==> src/rtl/wired_bus_pkg.sv <==
// Shared types and helpers for the wired-bus ownership arbiter.
// Supports up to MAX_N requesters.
package wired_bus_pkg;

    localparam int MAX_N = 32;

    typedef enum logic [1:0] {
        IDLE  = 2'd0,
        GRANT = 2'd1,
        TURN  = 2'd2
    } state_e;

    function automatic int idx_w(input int n);
        return (n > 1) ? $clog2(n) : 1;
    endfunction

    // First set bit of req_vec at or above ptr, wrapping modulo n.
    // Returns the found flag; the winner index is returned through idx.
    function automatic logic rr_pick(input logic [MAX_N-1:0] req_vec,
                                     input int ptr,
                                     input int n,
                                     output int idx);
        logic hit;
        int   k;
        hit = 1'b0;
        idx = 0;
        // Walk offsets downward so the smallest offset from ptr wins.
        for (int i = MAX_N - 1; i >= 0; i--) begin
            if (i < n) begin
                k = ptr + i;
                if (k >= n) k = k - n;
                if (req_vec[k]) begin
                    hit = 1'b1;
                    idx = k;
                end
            end
        end
        return hit;
    endfunction

endpackage

==> src/rtl/wired_bus_arbiter_rr_pointer_pick.sv <==
// Combinational round-robin search: first requester at or after ptr.
module rr_pointer_pick
    import wired_bus_pkg::*;
#(
    parameter  int N = 4,
    localparam int W = idx_w(N)
) (
    input  logic [W-1:0] ptr,
    input  logic [N-1:0] req,
    output logic [W-1:0] winner,
    output logic         found
);

    logic [MAX_N-1:0] req_ext;
    logic             hit;
    int               idx_i;

    always_comb begin
        req_ext        = '0;
        req_ext[N-1:0] = req;
        hit            = rr_pick(req_ext, int'(ptr), N, idx_i);
        // Range guard keeps a corrupt index from ever producing a grant.
        found          = hit && (idx_i >= 0) && (idx_i < N);
        winner         = W'(idx_i);
    end

endmodule

==> src/rtl/wired_bus_arbiter.sv <==
// Round-robin owner arbiter for a shared tri-state net: one-hot-or-zero
// driver enables with enforced undriven turnaround between owners.
module wired_bus_arbiter
    import wired_bus_pkg::*;
#(
    parameter  int N           = 4,
    parameter  int TURN_CYCLES = 1,
    parameter  int MAX_TENURE  = 8,
    localparam int W           = idx_w(N),
    localparam int TW          = idx_w(MAX_TENURE + 1),
    localparam int CW          = idx_w(TURN_CYCLES)
) (
    input  logic         clk,
    input  logic         rst,
    input  logic [N-1:0] req,
    output logic [N-1:0] gnt,
    output logic [W-1:0] owner,
    output logic         bus_idle,
    output logic         preempt
);

    localparam logic [TW-1:0] TEN_MAX   = TW'(MAX_TENURE);
    localparam logic [CW-1:0] TURN_LAST = CW'(TURN_CYCLES - 1);
    localparam logic [W-1:0]  PTR_LAST  = W'(N - 1);

    state_e        state_q, state_d;
    logic [N-1:0]  gnt_q, gnt_d;
    logic [W-1:0]  owner_q, owner_d;
    logic          idle_q, idle_d;
    logic          preempt_q, preempt_d;
    logic [W-1:0]  ptr_q, ptr_d;
    logic [TW-1:0] tenure_q, tenure_d;
    logic [CW-1:0] turn_q, turn_d;

    logic [W-1:0]  winner;
    logic          found;
    logic          grant_now;
    logic          others_waiting;
    logic [TW-1:0] tenure_inc;

    rr_pointer_pick #(.N(N)) u_pick (
        .ptr    (ptr_q),
        .req    (req),
        .winner (winner),
        .found  (found)
    );

    always_comb begin
        state_d        = state_q;
        gnt_d          = gnt_q;
        owner_d        = owner_q;
        idle_d         = idle_q;
        preempt_d      = 1'b0;
        ptr_d          = ptr_q;
        tenure_d       = tenure_q;
        turn_d         = turn_q;
        grant_now      = 1'b0;
        tenure_inc     = (tenure_q == TEN_MAX) ? tenure_q : tenure_q + TW'(1);
        others_waiting = |(req & ~(N'(1) << owner_q));

        case (state_q)
            IDLE: begin
                if (found) grant_now = 1'b1;
            end
            GRANT: begin
                tenure_d = tenure_inc;
                if (!req[owner_q]) begin
                    state_d = TURN;
                    turn_d  = '0;
                    gnt_d   = '0;
                    idle_d  = 1'b1;
                end else if ((MAX_TENURE != 0) && (tenure_inc == TEN_MAX) && others_waiting) begin
                    state_d   = TURN;
                    turn_d    = '0;
                    gnt_d     = '0;
                    idle_d    = 1'b1;
                    preempt_d = 1'b1;
                end
            end
            TURN: begin
                // Arbitration happens only on the final undriven cycle.
                if (turn_q == TURN_LAST) begin
                    if (found) grant_now = 1'b1;
                    else       state_d   = IDLE;
                end else begin
                    turn_d = turn_q + CW'(1);
                end
            end
            default: state_d = IDLE;
        endcase

        if (grant_now) begin
            state_d  = GRANT;
            gnt_d    = N'(1) << winner;
            owner_d  = winner;
            idle_d   = 1'b0;
            ptr_d    = (winner == PTR_LAST) ? '0 : winner + W'(1);
            tenure_d = '0;
        end
    end

    always_ff @(posedge clk or posedge rst) begin
        if (rst) begin
            state_q   <= IDLE;
            gnt_q     <= '0;
            owner_q   <= '0;
            idle_q    <= 1'b1;
            preempt_q <= 1'b0;
            ptr_q     <= '0;
            tenure_q  <= '0;
            turn_q    <= '0;
        end else begin
            state_q   <= state_d;
            gnt_q     <= gnt_d;
            owner_q   <= owner_d;
            idle_q    <= idle_d;
            preempt_q <= preempt_d;
            ptr_q     <= ptr_d;
            tenure_q  <= tenure_d;
            turn_q    <= turn_d;
        end
    end

    assign gnt      = gnt_q;
    assign owner    = owner_q;
    assign bus_idle = idle_q;
    assign preempt  = preempt_q;

endmodule

==> config.mk <==
export PLATFORM = sky130hd
export DESIGN_NAME = wired_bus_arbiter
export DESIGN_NICKNAME = d
export VERILOG_FILES = /design/src/rtl/wired_bus_pkg.sv /design/src/rtl/wired_bus_arbiter_rr_pointer_pick.sv /design/src/rtl/wired_bus_arbiter.sv
export SDC_FILE = /design/constraint.sdc
export NUM_CORES = 1
export LEC_CHECK = 0
export BUFFER_PORTS_ARGS = -buffer_cell sky130_fd_sc_hd__buf_2
export CAP_MARGIN = 20
export CORE_ASPECT_RATIO = 0.5
export CORE_MARGIN = 8
export CORE_UTILIZATION = 35
export DETAILED_ROUTE_END_ITERATION = 16
export HOLD_SLACK_MARGIN = 0.02
export PLACE_DENSITY = 0.55
export RECOVER_POWER = 50
export SLEW_MARGIN = 20
export SYNTH_ARGS = -nofsm -noshare
export SYNTH_HDL_FRONTEND = slang
export SYNTH_SLANG_ARGS = --single-unit
==> constraint.sdc <==
create_clock -name clk -period 3.4 [get_ports clk]
set_input_delay 0 -clock clk [delete_from_list [all_inputs] [get_ports clk]]
set_output_delay 0 -clock clk [all_outputs]
set_load 0.005 [all_outputs]
==> results <==
- The average wire length per cell after detail routing is 12.67 um.
- The cell area power density is 946.7 nW/um^2.
- Timing would allow up to 378.5 MHz.
- The tightest min-delay check is of the input pin to register type.
- For this run, design rule violations remaining after detail routing come to 0.
- Sequential elements use 32.59% of the synthesized area.
- The cell count after synthesis came out at 131.
- The cell sitting at the root of the clock tree is a sky130_fd_sc_hd__clkbuf_8.
- The worst setup path is launched from a register.
- The number of setup buffers added after CTS is 0.
- The logic gate share of total power is 60.3%.
- The fraction of final layout cells with drive strength greater than 1 is 17.93%.
- The number of max-slew violations in the final report is 0.
- The maximum single-stage delay on the critical path is 0.63 ns.
- At the worst endpoint, the required time is 3.59 ns.
- The net switching power figure is 0.6038 mW.
- The transition at the pin with the smallest max-transition slack is 0.6145 ns.
- The number of buffers created by CTS is 3.
- In this run switching power makes up 45.96% of total power.
- Setup violations remaining at the end of the flow were counted as 0.
- At the end of routability-driven placement, the weighted congestion stood at 0.8127.
- For this run, the leading register cell type out of synthesis is sky130_fd_sc_hd__dfrtp_1.
- The final worst-path cycle share is 77.70%.
- Relative to the synthesized area, the layout overhead comes to 12.59%.
- The starting density of the core is 36.28%.
- The count of cells in the finished layout, fillers not included, comes to 196.
- The minimum period implied by the final worst setup slack is 2.642 ns.
- For this run the aggregate overflow at the end of global routing stands at 0.
- Traced cell by cell, the critical path runs through inv_1 > ha_1 > inv_1 > nand3_1 > a31oi_1 > a2bb2oi_2 > inv_1 > ha_1 > nor2_1 > a22o_1.
- The slowest cell on the critical path is sky130_fd_sc_hd__dfrtp_1.
- The sum of buffers and inverters on the critical path is 3.
- The flow ran to the end, and the final reports show no timing, DRC or antenna violations.
- The filler cells instantiated in the layout total 342.
- Clock latency on the worst-skew pair, taken at its later pin, is 0.25 ns.
- Averaged over all synthesized cells, the footprint is 9.408 um^2.
- The maximum net fanout on the critical path is 12.
- For this run, the number of Yosys warnings is 0.
- The number of global-route vias before repair is 964.
- The portion of total power attributed to sequential cells is 27.0%.
- The worst slew margin relative to its limit is 59.03%.
- Counting along the longest clock path gives a buffer depth of 2.
- The number of antenna diodes in the final layout is 0.
- The number of antenna violations at the first check in global routing was 0.
- The number of hold violations in the final report is 0.
- The worst hold margin is 0.3282 ns.
- The clock net in this run drives a total of 16 sinks.
- At the end of the flow, the number of nets in the layout was 163.
- The first global-routing pass estimated 4.443 mm of wire.
- The internal cell power is 0.7099 mW.
- The total negative slack is 0 ns.
- Once detail routing completed, the nets flagged for antenna violations numbered 0.
- The commonest non-fill, non-tap cell in the layout is sky130_fd_sc_hd__dfrtp_1.
- Setup repair after global routing left no endpoint under its margin.
- After synthesis, the share of flip-flops with an asynchronous set or reset is 100.0%.
- In this run the number of H-tree levels came out at 1.
- The total leakage power is 0.6290 nW.
- Across every metal layer, demand over resource in global routing totals 9.613%.
- The cell type group with the largest total delay on the critical path is compound AO/OA/AOI/OAI gates.
- The count of port buffers added during placement is 13.
- In this run the standard cell core region covers 3397 um^2.
- The count of TritonRoute iterations in the first routing pass is 4.
- TritonCTS built the clock tree.
- The HPWL after detailed placement is 1.918 mm.
- Synthesis instantiated 40 different standard cells from the library.
- Data on the critical path arrives at its endpoint at 2.83 ns.
- STA classifies the critical path endpoint as a register.
- The floorplan step set the die width to 99.92 um.
- Leaving out fill and tap cells, the most frequent cells in the layout are sky130_fd_sc_hd__dfrtp_1 (15), sky130_fd_sc_hd__nand2_1 (13), sky130_fd_sc_hd__inv_1 (11), sky130_fd_sc_hd__ha_1 (11).
- The floorplan row count is 15.
- The synthesized area is 1232 um^2.
- The die covers 5791 um^2.
- The worst vdd rail ir drop is 0.0003155 V.
- The number of flip-flops and latches in the synthesized netlist is 16.
- After detailed routing, the total wire length is 2.484 mm.
- Max-cap violations in this run came to 0.
- The final setup skew is 0.004266 ns.
- The clock-pin slew reported for the worst setup and hold paths after clock tree synthesis is 0.06 ns.
- After detailed placement, the design holds a cell count of 191.
- The top-level I/O count is 14.
- The die is 57.96 um tall.
- The worst setup path is of the register to register kind.
- The DRC marker count from the first detailed-route iteration is 78.
- In this design, the critical path's most frequently occurring cell is sky130_fd_sc_hd__inv_1.
- Entering global routing, the biggest net connects 17 pins.
- The detailed router placed 953 vias in this run.
- The number of flops mapped to enable cells by yosys is 0.
- The mean number of vias per cell is 4.862.
- Of the total power, the clock network draws 12.7%.
- The number of nets handed over by synthesis was 148.
-- final timing paths --
path | start | end | slack, ns | cells past startpoint
min in group asynchronous | rst | gnt[0] | 0.36 | 3
setup reg to reg | ptr_q[0] | ptr_q[0] | 0.76 | 10
hold reg to reg | bus_idle | bus_idle | 0.47 | 2
hold / removal | req[2] | bus_idle | 0.33 | 3
max in group asynchronous | rst | tenure_q[2] | 2.65 | 3
setup / recovery | ptr_q[0] | ptr_q[0] | 0.76 | 10
-- layout make-up --
class                      count  area [um^2]  share of cell area, %
inverter                      11        41.29                  2.976
timing repair buffer          14        70.07                  5.050
clock buffer                   4        55.05                  3.968
sequential                    16        401.6                  28.94
tap                           51        63.81                  4.599
multi-input combinational    100        755.7                  54.46
-- state kept, by name (all words and copies together), names as in the netlist --
| register | cells |
|---|---|
| gnt | 4 |
| owner | 2 |
| ptr_q | 2 |
| tenure_q | 4 |
| bus_idle | 1 |
| state_q | 2 |
| preempt | 1 |
-- power by group through the flow --
stage	clock, mW	combinational (mW)	sequential, mW
final	0.167	0.792	0.355
after global routing	0.180	0.909	0.370
after CTS	0.174	0.806	0.354
after detailed placement	0	0.796	0.359
after global placement	0	0.803	0.354
after floorplan	0	0.682	0.330
-- kinds of logic after synthesis --
group,share of synthesized area (%)
AO/OA/AOI/OAI,24.47
AND/OR/NAND/NOR,15.53
flip-flops,32.59
buffers and inverters,6.091
adder cells (fa/ha/maj),11.17
multiplexers,8.731
XOR/XNOR,1.422
-- per-layer routing --
layer | global-route usage (%) | part of all wire (%)
met5 | 0 | 0
met4 | 4.051 | 1.6
met3 | 2.983 | 3.0
met2 | 15.55 | 45
met1 | 11.62 | 50
-- worst reg2reg max path, stage by stage (launching register included) --
cell,delay (ns)
sky130_fd_sc_hd__dfrtp_1,0.63
sky130_fd_sc_hd__inv_1,0.17
sky130_fd_sc_hd__ha_1,0.38
sky130_fd_sc_hd__inv_1,0.09
sky130_fd_sc_hd__nand3_1,0.16
sky130_fd_sc_hd__a31oi_1,0.26
sky130_fd_sc_hd__a2bb2oi_2,0.30
sky130_fd_sc_hd__inv_1,0.11
sky130_fd_sc_hd__ha_1,0.23
sky130_fd_sc_hd__nor2_1,0.11
sky130_fd_sc_hd__a22o_1,0.14
-- what timing repair did --
| item | 4_1_cts | 5_1_grt |
|---|---|---|
| hold endpoints to repair | 15 | 0 |
| gates resized for setup | 0 | 0 |
| hold buffers | 1 | 0 |
-- synthesized netlist by cell type (all sizes together), types with 2 or more instances --
library cell / n / area share, %
a21oi: 5 / 2.0
xnor2: 2 / 1.4
o21ai: 11 / 4.5
o31ai: 6 / 4.1
nor3: 2 / 0.81
buf: 3 / 2.4
ha: 11 / 11
nor2b: 4 / 2.0
o211ai: 2 / 1.2
a31oi: 3 / 1.5
nor2: 10 / 3.0
nand2b: 3 / 1.5
inv: 11 / 3.4
nand3: 4 / 1.6
a22o: 2 / 1.4
dfrtp: 15 / 30
nand2: 13 / 4.0
mux2: 5 / 6.1
-- through the flow --
stage | util (%) | area, um^2 | power [mW] | setup WS, ns
finish | 40.85 | 1388 | 1.314 | 0.7583
global route | 40.85 | 1388 | 1.460 | 0.5364
CTS | 40.99 | 1393 | 1.334 | 0.7690
detailed placement | 39.08 | 1328 | 1.155 | 0.7834
global placement | 39.08 | 1328 | 1.157 | 0.8230
floorplan | - | 1232 | 1.013 | 1.181
Note: power is estimated with default switching activity, not from simulation.
